### src/rtl/nf_digital_filter_edge.sv
// nf_digital_filter_edge
//
// Digital back-end for the analog noise-filter input cell. The block takes the
// asynchronous NFOUT level and does the following:
//   1. Synchronises it into the clk domain.
//   2. Passes it through a programmable persistence filter, clocked by a
//      prescaled sample tick. A new level is accepted only after it has been
//      seen on Neff consecutive ticks.
//   3. Produces the clean level, a one-cycle edge pulse and a sticky
//      interrupt flag.
//
// Ports
//   clk        in   1      system clock, all flops rising-edge
//   rst        in   1      synchronous active-high reset
//   en         in   1      block enable (level)
//   nfout_in   in   1      asynchronous level from the analog filter cell
//   prescale   in   PRE_W  sample tick every prescale+1 cycles (0 = every cycle)
//   filt_n     in   CNT_W  consecutive mismatching ticks to accept a change
//                          (0 behaves as 1)
//   edge_sel   in   2      00 none, 01 rising, 10 falling, 11 both
//   clr        in   1      single-cycle clear of irq_flag
//   lvl        out  1      filtered, synchronised level
//   edge_p     out  1      one-cycle pulse, the cycle after lvl changes
//   irq_flag   out  1      sticky edge flag; a set beats a clear in the same cycle
//   state_dbg  out  2      FSM state (0 dis, 1 stable, 2 pend)
//   cnt_dbg    out  CNT_W  filter mismatch count
//
// All outputs come straight from flops. There is no combinational path from
// any input to any output.

module nf_digital_filter_edge #(
    parameter int SYNC_STAGES = 2,
    parameter int PRE_W       = 8,
    parameter int CNT_W       = 4
) (
    input  logic             clk,
    input  logic             rst,
    input  logic             en,
    input  logic             nfout_in,
    input  logic [PRE_W-1:0] prescale,
    input  logic [CNT_W-1:0] filt_n,
    input  logic [1:0]       edge_sel,
    input  logic             clr,
    output logic             lvl,
    output logic             edge_p,
    output logic             irq_flag,
    output logic [1:0]       state_dbg,
    output logic [CNT_W-1:0] cnt_dbg
);

    typedef enum logic [1:0] {
        st_dis    = 2'd0,
        st_stable = 2'd1,
        st_pend   = 2'd2
    } state_t;

    state_t             state;
    logic [CNT_W-1:0]   cnt;
    logic [SYNC_STAGES-1:0] sync_q;
    logic               s_in;
    logic [PRE_W-1:0]   pre_cnt;
    logic               tick;
    logic [CNT_W-1:0]   neff;
    logic [CNT_W:0]     cnt_inc;
    logic               accept;
    logic               mismatch;
    logic               rise_q;
    logic               fall_q;

    // ------------------------------------------------------------------
    // Synchroniser. nfout_in feeds only the first flop.
    // ------------------------------------------------------------------
    always_ff @(posedge clk) begin
        if (rst) begin
            sync_q <= '0;
        end else begin
            sync_q <= {sync_q[SYNC_STAGES-2:0], nfout_in};
        end
    end

    assign s_in = sync_q[SYNC_STAGES-1];

    // ------------------------------------------------------------------
    // Prescaler. The compare uses the live prescale value. If a new, smaller
    // value leaves the count already past the limit, the next cycle produces
    // a tick and wraps, so the count never runs away to 2**PRE_W.
    // ------------------------------------------------------------------
    assign tick = en && (pre_cnt >= prescale);

    always_ff @(posedge clk) begin
        if (rst) begin
            pre_cnt <= '0;
        end else if (!en) begin
            pre_cnt <= '0;
        end else if (tick) begin
            pre_cnt <= '0;
        end else begin
            pre_cnt <= pre_cnt + PRE_W'(1);
        end
    end

    // ------------------------------------------------------------------
    // Filter arithmetic. The count is widened by one bit so that cnt+1 cannot
    // wrap. Using >= rather than == means a count stranded above a newly
    // lowered filt_n still accepts on the next mismatching tick.
    // ------------------------------------------------------------------
    assign neff     = (filt_n == '0) ? CNT_W'(1) : filt_n;
    assign cnt_inc  = {1'b0, cnt} + {{CNT_W{1'b0}}, 1'b1};
    assign accept   = (cnt_inc >= {1'b0, neff});
    assign mismatch = (s_in != lvl);

    // ------------------------------------------------------------------
    // FSM, level, edge and interrupt registers.
    //
    // rise_q and fall_q mark the cycle in which lvl took a new value. edge_p
    // is registered from them, so the pulse appears one cycle after lvl
    // changes. The dis->stable reload writes lvl directly and never sets
    // these marks, so enabling the block cannot generate an edge.
    // ------------------------------------------------------------------
    always_ff @(posedge clk) begin
        if (rst) begin
            state    <= st_dis;
            cnt      <= '0;
            lvl      <= 1'b0;
            rise_q   <= 1'b0;
            fall_q   <= 1'b0;
            edge_p   <= 1'b0;
            irq_flag <= 1'b0;
        end else begin
            rise_q <= 1'b0;
            fall_q <= 1'b0;
            edge_p <= (rise_q & edge_sel[0]) | (fall_q & edge_sel[1]);

            // A set beats a clear when both occur in the same cycle.
            if (edge_p) begin
                irq_flag <= 1'b1;
            end else if (clr) begin
                irq_flag <= 1'b0;
            end

            if (!en) begin
                // Leaving enable discards any pending change; lvl is held.
                state <= st_dis;
                cnt   <= '0;
            end else begin
                case (state)
                    st_dis: begin
                        lvl   <= s_in;
                        cnt   <= '0;
                        state <= st_stable;
                    end

                    st_stable: begin
                        if (tick && mismatch) begin
                            if (accept) begin
                                lvl    <= ~lvl;
                                rise_q <= ~lvl;
                                fall_q <= lvl;
                                cnt    <= '0;
                            end else begin
                                cnt   <= CNT_W'(1);
                                state <= st_pend;
                            end
                        end
                    end

                    st_pend: begin
                        if (tick) begin
                            if (mismatch) begin
                                if (accept) begin
                                    lvl    <= ~lvl;
                                    rise_q <= ~lvl;
                                    fall_q <= lvl;
                                    cnt    <= '0;
                                    state  <= st_stable;
                                end else begin
                                    cnt <= cnt_inc[CNT_W-1:0];
                                end
                            end else begin
                                // Input went back to the accepted level:
                                // this was a glitch, so drop the count.
                                cnt   <= '0;
                                state <= st_stable;
                            end
                        end
                    end

                    default: begin
                        state <= st_dis;
                        cnt   <= '0;
                    end
                endcase
            end
        end
    end

    assign state_dbg = state;
    assign cnt_dbg   = cnt;

endmodule

### config.mk
export PLATFORM = sky130hd
export DESIGN_NAME = nf_digital_filter_edge
export DESIGN_NICKNAME = d
export VERILOG_FILES = /design/src/rtl/nf_digital_filter_edge.sv
export SDC_FILE = /design/constraint.sdc
export NUM_CORES = 1
export LEC_CHECK = 0
export ABC_CLOCK_PERIOD_IN_PS = 3700
export BUFFER_PORTS_ARGS = -buffer_cell sky130_fd_sc_hd__buf_4
export CORE_ASPECT_RATIO = 0.6
export CORE_UTILIZATION = 41
export CTS_BUF_LIST = sky130_fd_sc_hd__clkbuf_4
export DETAILED_ROUTE_END_ITERATION = 12
export PLACE_DENSITY = 0.7
export SLEW_MARGIN = 10
export SYNTH_ARGS = -nofsm -noshare
export SYNTH_HDL_FRONTEND = slang
export SYNTH_SLANG_ARGS = --single-unit
### constraint.sdc
create_clock -name clk -period 3.7 [get_ports clk]
set_input_delay 0.185 -clock clk [delete_from_list [all_inputs] [get_ports clk]]
set_output_delay 0.185 -clock clk [all_outputs]
set_load 0.005 [all_outputs]
---- Word level (Yosys, flattened, before mapping) ----
Cells that the tools add are included.
word-level totals
  register bits ........................... 21
  bits in writable memories ............... 0
  bits in latches ......................... 0
  memories kept ........................... 0
  output and inout port bits .............. 9
  input port bits ......................... 19
  bits in read-only memories .............. 0
cells by class
  reductions and logical operators ........ 11
  equal/unequal tests ..................... 8
  shift-type cells ........................ 0
  multiply operators ...................... 0
  muxes and demuxes ....................... 30
  order comparisons ....................... 2
  $add $sub $neg .......................... 2
  bitwise logic cells ..................... 5
  div/mod/pow operators ................... 0
operator list
  operator                                             count
  two-way mux 4 bit                                    5
  two-way mux 1 bit                                    15
  two-way mux 2 bit                                    5
  adder 8 x 1 -> 8 bit, second input constant          1
  >= comparator 8 bit                                  1
  inequality test 2 bit, second input constant         4
  one-hot mux 4 bit (2 select lines)                   1
  one-hot mux 2 bit (3 select lines)                   1
  adder 4 x 1 -> 5 bit, second input constant          1
  >= comparator 5 x 4 -> 1 bit                         1
  AND reduction 5 bit                                  1
  zero test 4 bit                                      1
  one-hot mux 1 bit (2 select lines)                   2
  AND reduction 4 bit                                  1
  inequality test 3 bit, second input constant         1
  one-hot mux 1 bit (3 select lines)                   1
  nonzero test 3 bit                                   1
  OR reduction 3 bit                                   1
  AND 1 bit                                            2
  equality test 2 x 1 -> 1 bit, second input constant  1
  equality test 2 bit, second input constant           1
  logical AND 1 bit                                    2
  zero test 2 bit                                      1
  NOT 1 bit                                            2
  other kinds (5)                                      5

---- Depth between registers and ports, before layout ----
Gate-level depths: netlist of run 1.
  depth after elaboration ................. 7
  mapped depth ............................ 9
  depth with buffers taken out ............ 9

---- Worst setup path before layout of run 1 ----
No wires, ideal clock.
  path type ............................... reg-to-reg
  from .................................... register cnt[0], in the netlist cnt_dbg[0]
  to ...................................... register state[0], in the netlist state_dbg[0]
  stages on the path, launching flop included .. 8
  library setup time ...................... 0.122 ns
  path slack .............................. 1.666 ns
  data arrival time ....................... 1.912 ns
  clock period less this slack ............ 2.034 ns
  path buffers ............................ 0
  cells stage by stage .................... dfxtp_1 > ha_1 > ha_1 > a211oi_1 > o21a_1 > nand4b_1 > a211o_1 > o311a_1
on the way
  longest elaborated chain between the ends .. 4
  elaborated cells between the ends (all ways) .. 5
ends and longest elaborated chain
  element                                                                   line  RTL
  from (decl)                                                               58    logic [CNT_W-1:0] cnt;
  from (signal assigned)                                                    177   cnt <= cnt_inc[CNT_W-1:0];
  adder 4 x 1 -> 5 bit (*)                                                  108   assign cnt_inc = {1'b0, cnt} + {{CNT_W{1'b0}}, 1'b1};
  >= comparator 5 x 4 -> 1 bit (*)                                          109   assign accept = (cnt_inc >= {1'b0, neff});
  inequality test 3 bit (no line) or inequality test 2 bit (tied branches)  --
  AND reduction 4 bit (no line) (*)                                         --
  to (signal assigned)                                                      122   state <= st_dis;
  to (signal assigned)                                                      143   state <= st_dis;
  to (signal assigned)                                                      150   state <= st_stable;
  to (decl)                                                                 57    state_t state;
Every way passes the cells marked *; elsewhere a longest branch is shown, timed or not.
A chain may end at the register's enable or synchronous reset.

---- Worst setup path after layout of run 1 ----
Ends and elaborated chain as after synthesis.

==> results of run 1 <==
==> placed cells by master (no fill, tap or decap), types with 3 or more instances in the layout <==
cell and count:
dfxtp_1 21, ha_1 17, o21ai_0 4, nand2b_1 3, nand3_1 4, and3_1 5, inv_1 18, clkbuf_4 3
xor2_1 5, buf_4 27, xnor2_1 4, nor2_1 17, nor2b_1 5, o21a_1 3, nand2_1 6
==> layout make-up <==
class | count | area (um^2)
clock buffers | 3 | 22.52
clock inverters | 1 | 5.005
fillers | 281 | 1351
inverters | 18 | 67.56
multi-input cells | 108 | 824.5
flip-flops and latches | 21 | 420.4
well taps | 42 | 52.55
repair buffers | 27 | 202.7
==> stage by stage <==
| step | worst slack (ps) | cell area [um^2] | hold WS, ps | cells |
|---|---|---|---|---|
| 3_3_place_gp | 1450 | 1568 | 405.9 | 216 |
| 6_report | 1321 | 1595 | 76.73 | 220 |
| 2_1_floorplan | 1666 | 1313 | 256.6 | 147 |
| 4_1_cts | 1371 | 1595 | 74.66 | 220 |
| 5_1_grt | 1202 | 1595 | 71.30 | 220 |
| 3_5_place_dp | 1403 | 1568 | 408.3 | 216 |
==> power groups by stage <==
stage,combinational [mW],sequential [mW],clock (mW)
4_1_cts,0.0673,0.234,0.117
5_1_grt,0.0753,0.235,0.130
2_1_floorplan,0.0380,0.238,0
6_report,0.0679,0.234,0.114
3_5_place_dp,0.0668,0.239,0
3_3_place_gp,0.0645,0.239,0
==> registers in the layout, indices dropped and copies added, names as in the netlist <==
| register | count |
|---|---|
| irq_flag | 1 |
| sync_q | 2 |
| lvl | 1 |
| pre_cnt | 8 |
| cnt_dbg | 4 |
| state_dbg | 2 |
| edge_p | 1 |
| fall_q | 1 |
| rise_q | 1 |
==> kinds of logic (layout without fill, tap and decap cells) <==
group           Yosys count  after routing
simple gates             50             50
compound gates           31             31
flops                    21             21
buf+inv                  18             49
fa+ha+maj                17             17
xor+xnor                  9              9
mux                       1              1
==> layer usage <==
metal / vias to the layer above / global-route usage [%]
li1: 583 / -
met1: 551 / 28.02
met2: 48 / 29.73
met3: 2 / 5.752
met4: 0 / 2.264
met5: - / 0
==> path summary, 6_finish.rpt <==
kind,end,slack (ps),start,cells after the start
setup / recovery,state_dbg[0],1320,cnt_dbg[0],8
hold / removal,sync_q[0],80,nfout_in,2
setup reg to reg,state_dbg[0],1320,cnt_dbg[0],8
hold reg to reg,sync_q[1],460,sync_q[0],1
==> qor.yml, run 1 <==
p_sw_share_pct: 26.74
required_ps: 3900
overflow: 0
cts_tree: "built"
grt_pass1_vias: 1100
power.leakage_nw: 0.7316
synth-simple-area-share_pct: 20.11
yosysSeqAreaShare_pct: 32.03
gp_congestion: 0.8514
p_clk_share_pct: 27.4
synth_cells: 147
fmax_mhz: 420.3
ys_warn_count: 0
fin_worst_skew_ps: 10.42
synth_edf_count: 0
synthTopCellsByArea: "dfxtp_1 32%, ha_1 16%, inv_1 5.1%"
synth_most_common_cell: "dfxtp_1"
drc: 0
synth_top_family_by_area: "simple AND/OR/NAND/NOR gates"
post-route-period-util_pct: 64.30
synth_common_cells: "21 x dfxtp_1, 18 x inv_1, 17 x ha_1, 17 x nor2_1, 6 x nand2_1"
crit_slowest_cell: "dfxtp_1"
start_kind: "register"
diodes: 0
setup_viol: 0
cts_hold_buf: 0
port_buffers: 27
syn_area_um2: 1313
fin_setup_tns_ps: 0
drv_cap: 0
grt_usage_pct: 19.54
critPathArrivalTime_ps: 2580
top_layer_used: "met4"
ys_seq_elements: 21
path_buf_inv: 0
clk-insertion-delay-late_ps: 310
ir_drop_mv: 0.1503
h-tree-depth: 1
path_clk_slew_ps: 130
ys_types: 42
wl_met3_um: 273
dieArea_um2: 3439
drt-initial-drc-count: 76
post_cts_buffers: 0
drv_slew: 0
fp.dieH_um: 45.83
rsz0062_at_grt: "no"
status: "finished clean"
final_util_pct: 54.14
cts-root-buf: "clkbuf_4"
synthFlopType: "dfxtp_1"
synth_mux_area_share_pct: 0.7626
post-route-min-period_ps: 2379
row_count: 15
crit_path_end_kind: "register"
slowest_delay_ps: 380
crit_fanout: 6
finalPower_mw: 0.4154
p_seq_share_pct: 56.3
first_pass_iters: 4
ctsResizeCount: 0
cts.sinks: 21
antenna_found_initial: 0
hold_class: "input port to register"
yosys.area.top_type: "dfxtp_1"
worst-setup-path-type: "register to register"
synthAdderAreaFrac_pct: 16.21
synth_async_sr_flop_share_pct: 0
critPathTopFamily: "compound AO/OA/AOI/OAI gates"
wl_met2_mm: 1.269
drtAntennaViolNets: 0
max_slew_margin_pct: 61.53
drive_gt1_share_pct: 22.47
syn_to_final_growth_pct: 21.54
wl_met1_mm: 1.458
p_int_mw: 0.3043
synth_compound_area_share_pct: 19.73
die_w_um: 75.05
p_comb_share_pct: 16.3
syn-num-nets: 183
power_switching_mw: 0.1111
crit_path_frequent_cell: "ha_1"
grt_pass1_wl_mm: 4.926
initial_core_util_pct: 44.54
netlist.area_leader.share_pct: 32.03
cts_max_path_buffers: 2
num_vias: 1184
path_cells: "ha_1 > xor2_1 > ha_1 > a211oi_1 > o21a_1 > nand4b_1 > a211o_1 > o311a_1"
wl_mm: 3.013
layout.nets: 215
coreArea_um2: 2947
ios: 28
vias_per_cell: 5.382
final_hold_viol_count: 0
avgSynthCellArea_um2: 8.929
synth_xor_area_share_pct: 6.006
worst_pin_slew_ps: 577.1
grt_max_degree: 13
p_per_area_nw_per_um2: 260.4
numCtsBuffers: 3
hpwl_mm: 2.413
wl_per_cell_um: 13.70
Note: power is estimated with default switching activity, not from simulation.
==> run 2, diff against run 1 <==
- ABC_AREA: default -> 1
- ABC_CLOCK_PERIOD_IN_PS: 3700 -> 2200
- PLACE_DENSITY: 0.7 -> 0.69
- clock period: 3.7 -> 2.2 ns (I/O delays scaled with it)
==> run 2 against run 1 <==
  * Routed wire length fell by 9.4%
  * Count of clock-buffer cells in the layout rose by 1
  * Sequential cell count did not move
  * Sequential share of layout area fell by 1.3 points
  * Clock skew fell by 2.1 ps
  * Die area rose by 4.9%
  * Non-clock buffer count rose by 1
  * Largest power group unchanged
==> qor.yml, run 2 <==
grt_pass1_vias: 1081  # -1.7%
max_slew_margin_pct: 75.90  # +14 points
drtAntennaViolNets: 0  # unchanged
ios: 28  # unchanged
overflow: 0  # unchanged
crit_fanout: 4  # -2
wl_mm: 2.729  # -9.4%
yosys.area.top_type: "dfxtp_1"
syn_area_um2: 1379  # +5.1%
drt-initial-drc-count: 64  # -16%
grt_pass1_wl_mm: 4.933  # +0.14%
final_area_um2: 1683  # +5.5%
initial_core_util_pct: 45.63  # +1.1 points
cts_tree: "built"
ir_drop_mv: 0.3854  # +160%
numCtsBuffers: 3  # unchanged
post_cts_buffers: 0  # unchanged
p_seq_share_pct: 47.4  # -8.9 points
crit_path_end_kind: "register"
layout_commonest_cell: "nand2_1"
p_int_mw: 0.5967  # +96%
hpwl_mm: 2.234  # -7.4%
path_clk_slew_ps: 110  # -20 ps
grt_max_degree: 12  # -1
power.leakage_nw: 0.8835  # +21%
fp.dieH_um: 46.92  # +2.4%
hold_class: "input port to register"
p_per_area_nw_per_um2: 527.6  # +100%
clk-insertion-delay-late_ps: 310  # about the same
diodes: 0  # unchanged
synthTopCellsByArea: "dfxtp_1 30%, ha_1 15%, nand2_1 11%"
cts-root-buf: "clkbuf_4"
layout.nets: 267  # +24%
largest_register_ff_count: 8  # unchanged
p_comb_share_pct: 30.6  # +14 points
num_vias: 1213  # +2.4%
synth_edf_count: 0  # unchanged
vias_per_cell: 4.460  # -17%
status: "finished clean"
setup_slack_ps: 184.9  # -1136 ps
wl_per_cell_um: 10.03  # -27%
path_cells: "ha_1 > xor2_2 > ha_1 > nand2_1 > inv_1 > nand4_1 > nand4_1 > nand2_1 > nand2_1 > inv_2 > nand3_1 > nand2_1 > nor2_1"
slowest_delay_ps: 400  # +20 ps
avgSynthCellArea_um2: 6.964  # -22%
synth_cells: 198  # +35%
top_register: "pre_cnt"
h-tree-depth: 1  # unchanged
finalPower_mw: 0.8879  # +110%
first_pass_iters: 4  # unchanged
drive_gt1_share_pct: 19.57  # -2.9 points
required_ps: 2410  # -1490 ps
final_hold_viol_count: 0  # unchanged
fmax_mhz: 496.3  # +18%
crit_slowest_cell: "dfxtp_1"
post_dp_cell_area_um2: 1634  # +4.2%
coreArea_um2: 3022  # +2.5%
post-route-period-util_pct: 91.60  # +27 points
drv_slew: 0  # unchanged
ys_warn_count: 0  # unchanged
row_count: 15  # unchanged
drc: 0  # unchanged
synth_async_sr_flop_share_pct: 0  # unchanged
final_cell_mix: "42 x nand2_1, 40 x inv_1, 27 x buf_4, 25 x nor2_1, 20 x dfxtp_1"
post-route-min-period_ps: 2015  # -364.1 ps
netlist.area_leader.share_pct: 30.49  # -1.5 points
cts_max_path_buffers: 2  # unchanged
ys_seq_elements: 21  # unchanged
antenna_found_initial: 0  # unchanged
pre_cts_ws_ps: 84.56  # -1319 ps
drv_cap: 0  # unchanged
p_sw_share_pct: 32.80  # +6.1 points
yosysSeqAreaShare_pct: 30.49  # -1.5 points
cts.sinks: 21  # unchanged
syn-num-nets: 234  # +28%
critPathArrivalTime_ps: 2220  # -360 ps
die_w_um: 76.87  # +2.4%
synthFlopType: "dfxtp_1"
crit_path_frequent_cell: "nand2_1"
hold_ws_ps: 30.87  # -45.85 ps
dieArea_um2: 3607  # +4.9%
fin_setup_tns_ps: 0  # unchanged
p_clk_share_pct: 22.0  # -5.4 points
rrSetupSlack_ps: 180  # -1140 ps
worst-setup-path-type: "register to register"
power_switching_mw: 0.2913  # +160%
ys_types: 24  # -43%
worst_pin_slew_ps: 358.8  # -218.3 ps
start_kind: "register"
syn_to_final_growth_pct: 22.05
synth_common_cells: "42 x nand2_1, 40 x inv_1, 25 x nor2_1, 21 x dfxtp_1, 17 x ha_1"
fin_worst_skew_ps: 8.324  # -2.100 ps
grt_usage_pct: 17.88  # -1.7 points
setup_viol: 0  # unchanged
synth_most_common_cell: "nand2_1"
port_buffers: 27  # unchanged
gp_congestion: 0.7833  # -8.0%
run 2: cell types whose count changed in the layout (fill, tap and decap cells not counted), sizes merged, moves of 3 or more:
cell	before	now
inv	18	42
and3	5	0
nand3	4	12
nor2	18	29
nand4	1	6
a21oi	2	10
nand2	6	44
a211oi	4	0
nor2b	5	0
o21a	3	0
nand2b	3	0
run 2: through the flow:
step           utilization [%]  cells
2_1_floorplan                -    198
3_3_place_gp             54.08    267
3_5_place_dp             54.08    267
4_1_cts                  55.40    272
5_1_grt                  55.69    272
6_report                 55.69    272
run 2: power by group through the flow:
stage	Sequential, mW	Combinational, mW	Clock, mW
floorplan	0.424	0.180	0
global placement	0.428	0.267	0
detailed placement	0.429	0.266	0
CTS	0.420	0.270	0.201
global route	0.425	0.316	0.219
finish	0.421	0.272	0.195
run 2: logic make-up after synthesis:
group	share of synthesized area (%)
compound gates	6.807
xor+xnor	3.177
fa+ha+maj	15.43
buf+inv	11.43
flops	30.49
simple gates	32.67
run 2: metal layers:
metal	global-route usage [%]	wire [um]	vias up
li1	-	-	683
met1	27.69	1616	496
met2	23.93	920	32
met3	5.049	181	2
met4	3.462	10	0
met5	0	0	-
run 2: final cells by class:
cell class / instances / area, um^2
timing repair buffer: 28 / 212.7
multi-input combinational: 135 / 808.3
clock buffer: 4 / 30.03
fill: 308 / 1339
tap: 42 / 52.55
inverter: 42 / 157.7
sequential: 21 / 421.7
run 2: final timing paths:
| path | startpoint | to | cells past startpoint |
|---|---|---|---|
| worst max register to register | cnt_dbg[1] | state_dbg[1] | 13 |
| worst min register to register | sync_q[0] | sync_q[1] | 2 |
| worst max-delay path | cnt_dbg[1] | state_dbg[1] | 13 |
| worst min-delay path | rst | sync_q[0] | 2 |
run 2: critical path, delay by kind of cell, from the launching register on:
kind | cells | cell delay (ps)
buffers and inverters | 2 | 110
AND/OR/NAND/NOR | 8 | 660
flip-flops | 1 | 400
XOR/XNOR | 1 | 210
adder cells (fa/ha/maj) | 2 | 540
run 2: what timing repair did:
item                                    in CTS  in global routing
endpoints found under the setup margin       0                  6
hold buffers                                 1                  0
gates resized for setup                      0                  2
hold endpoints to repair                     1                  0
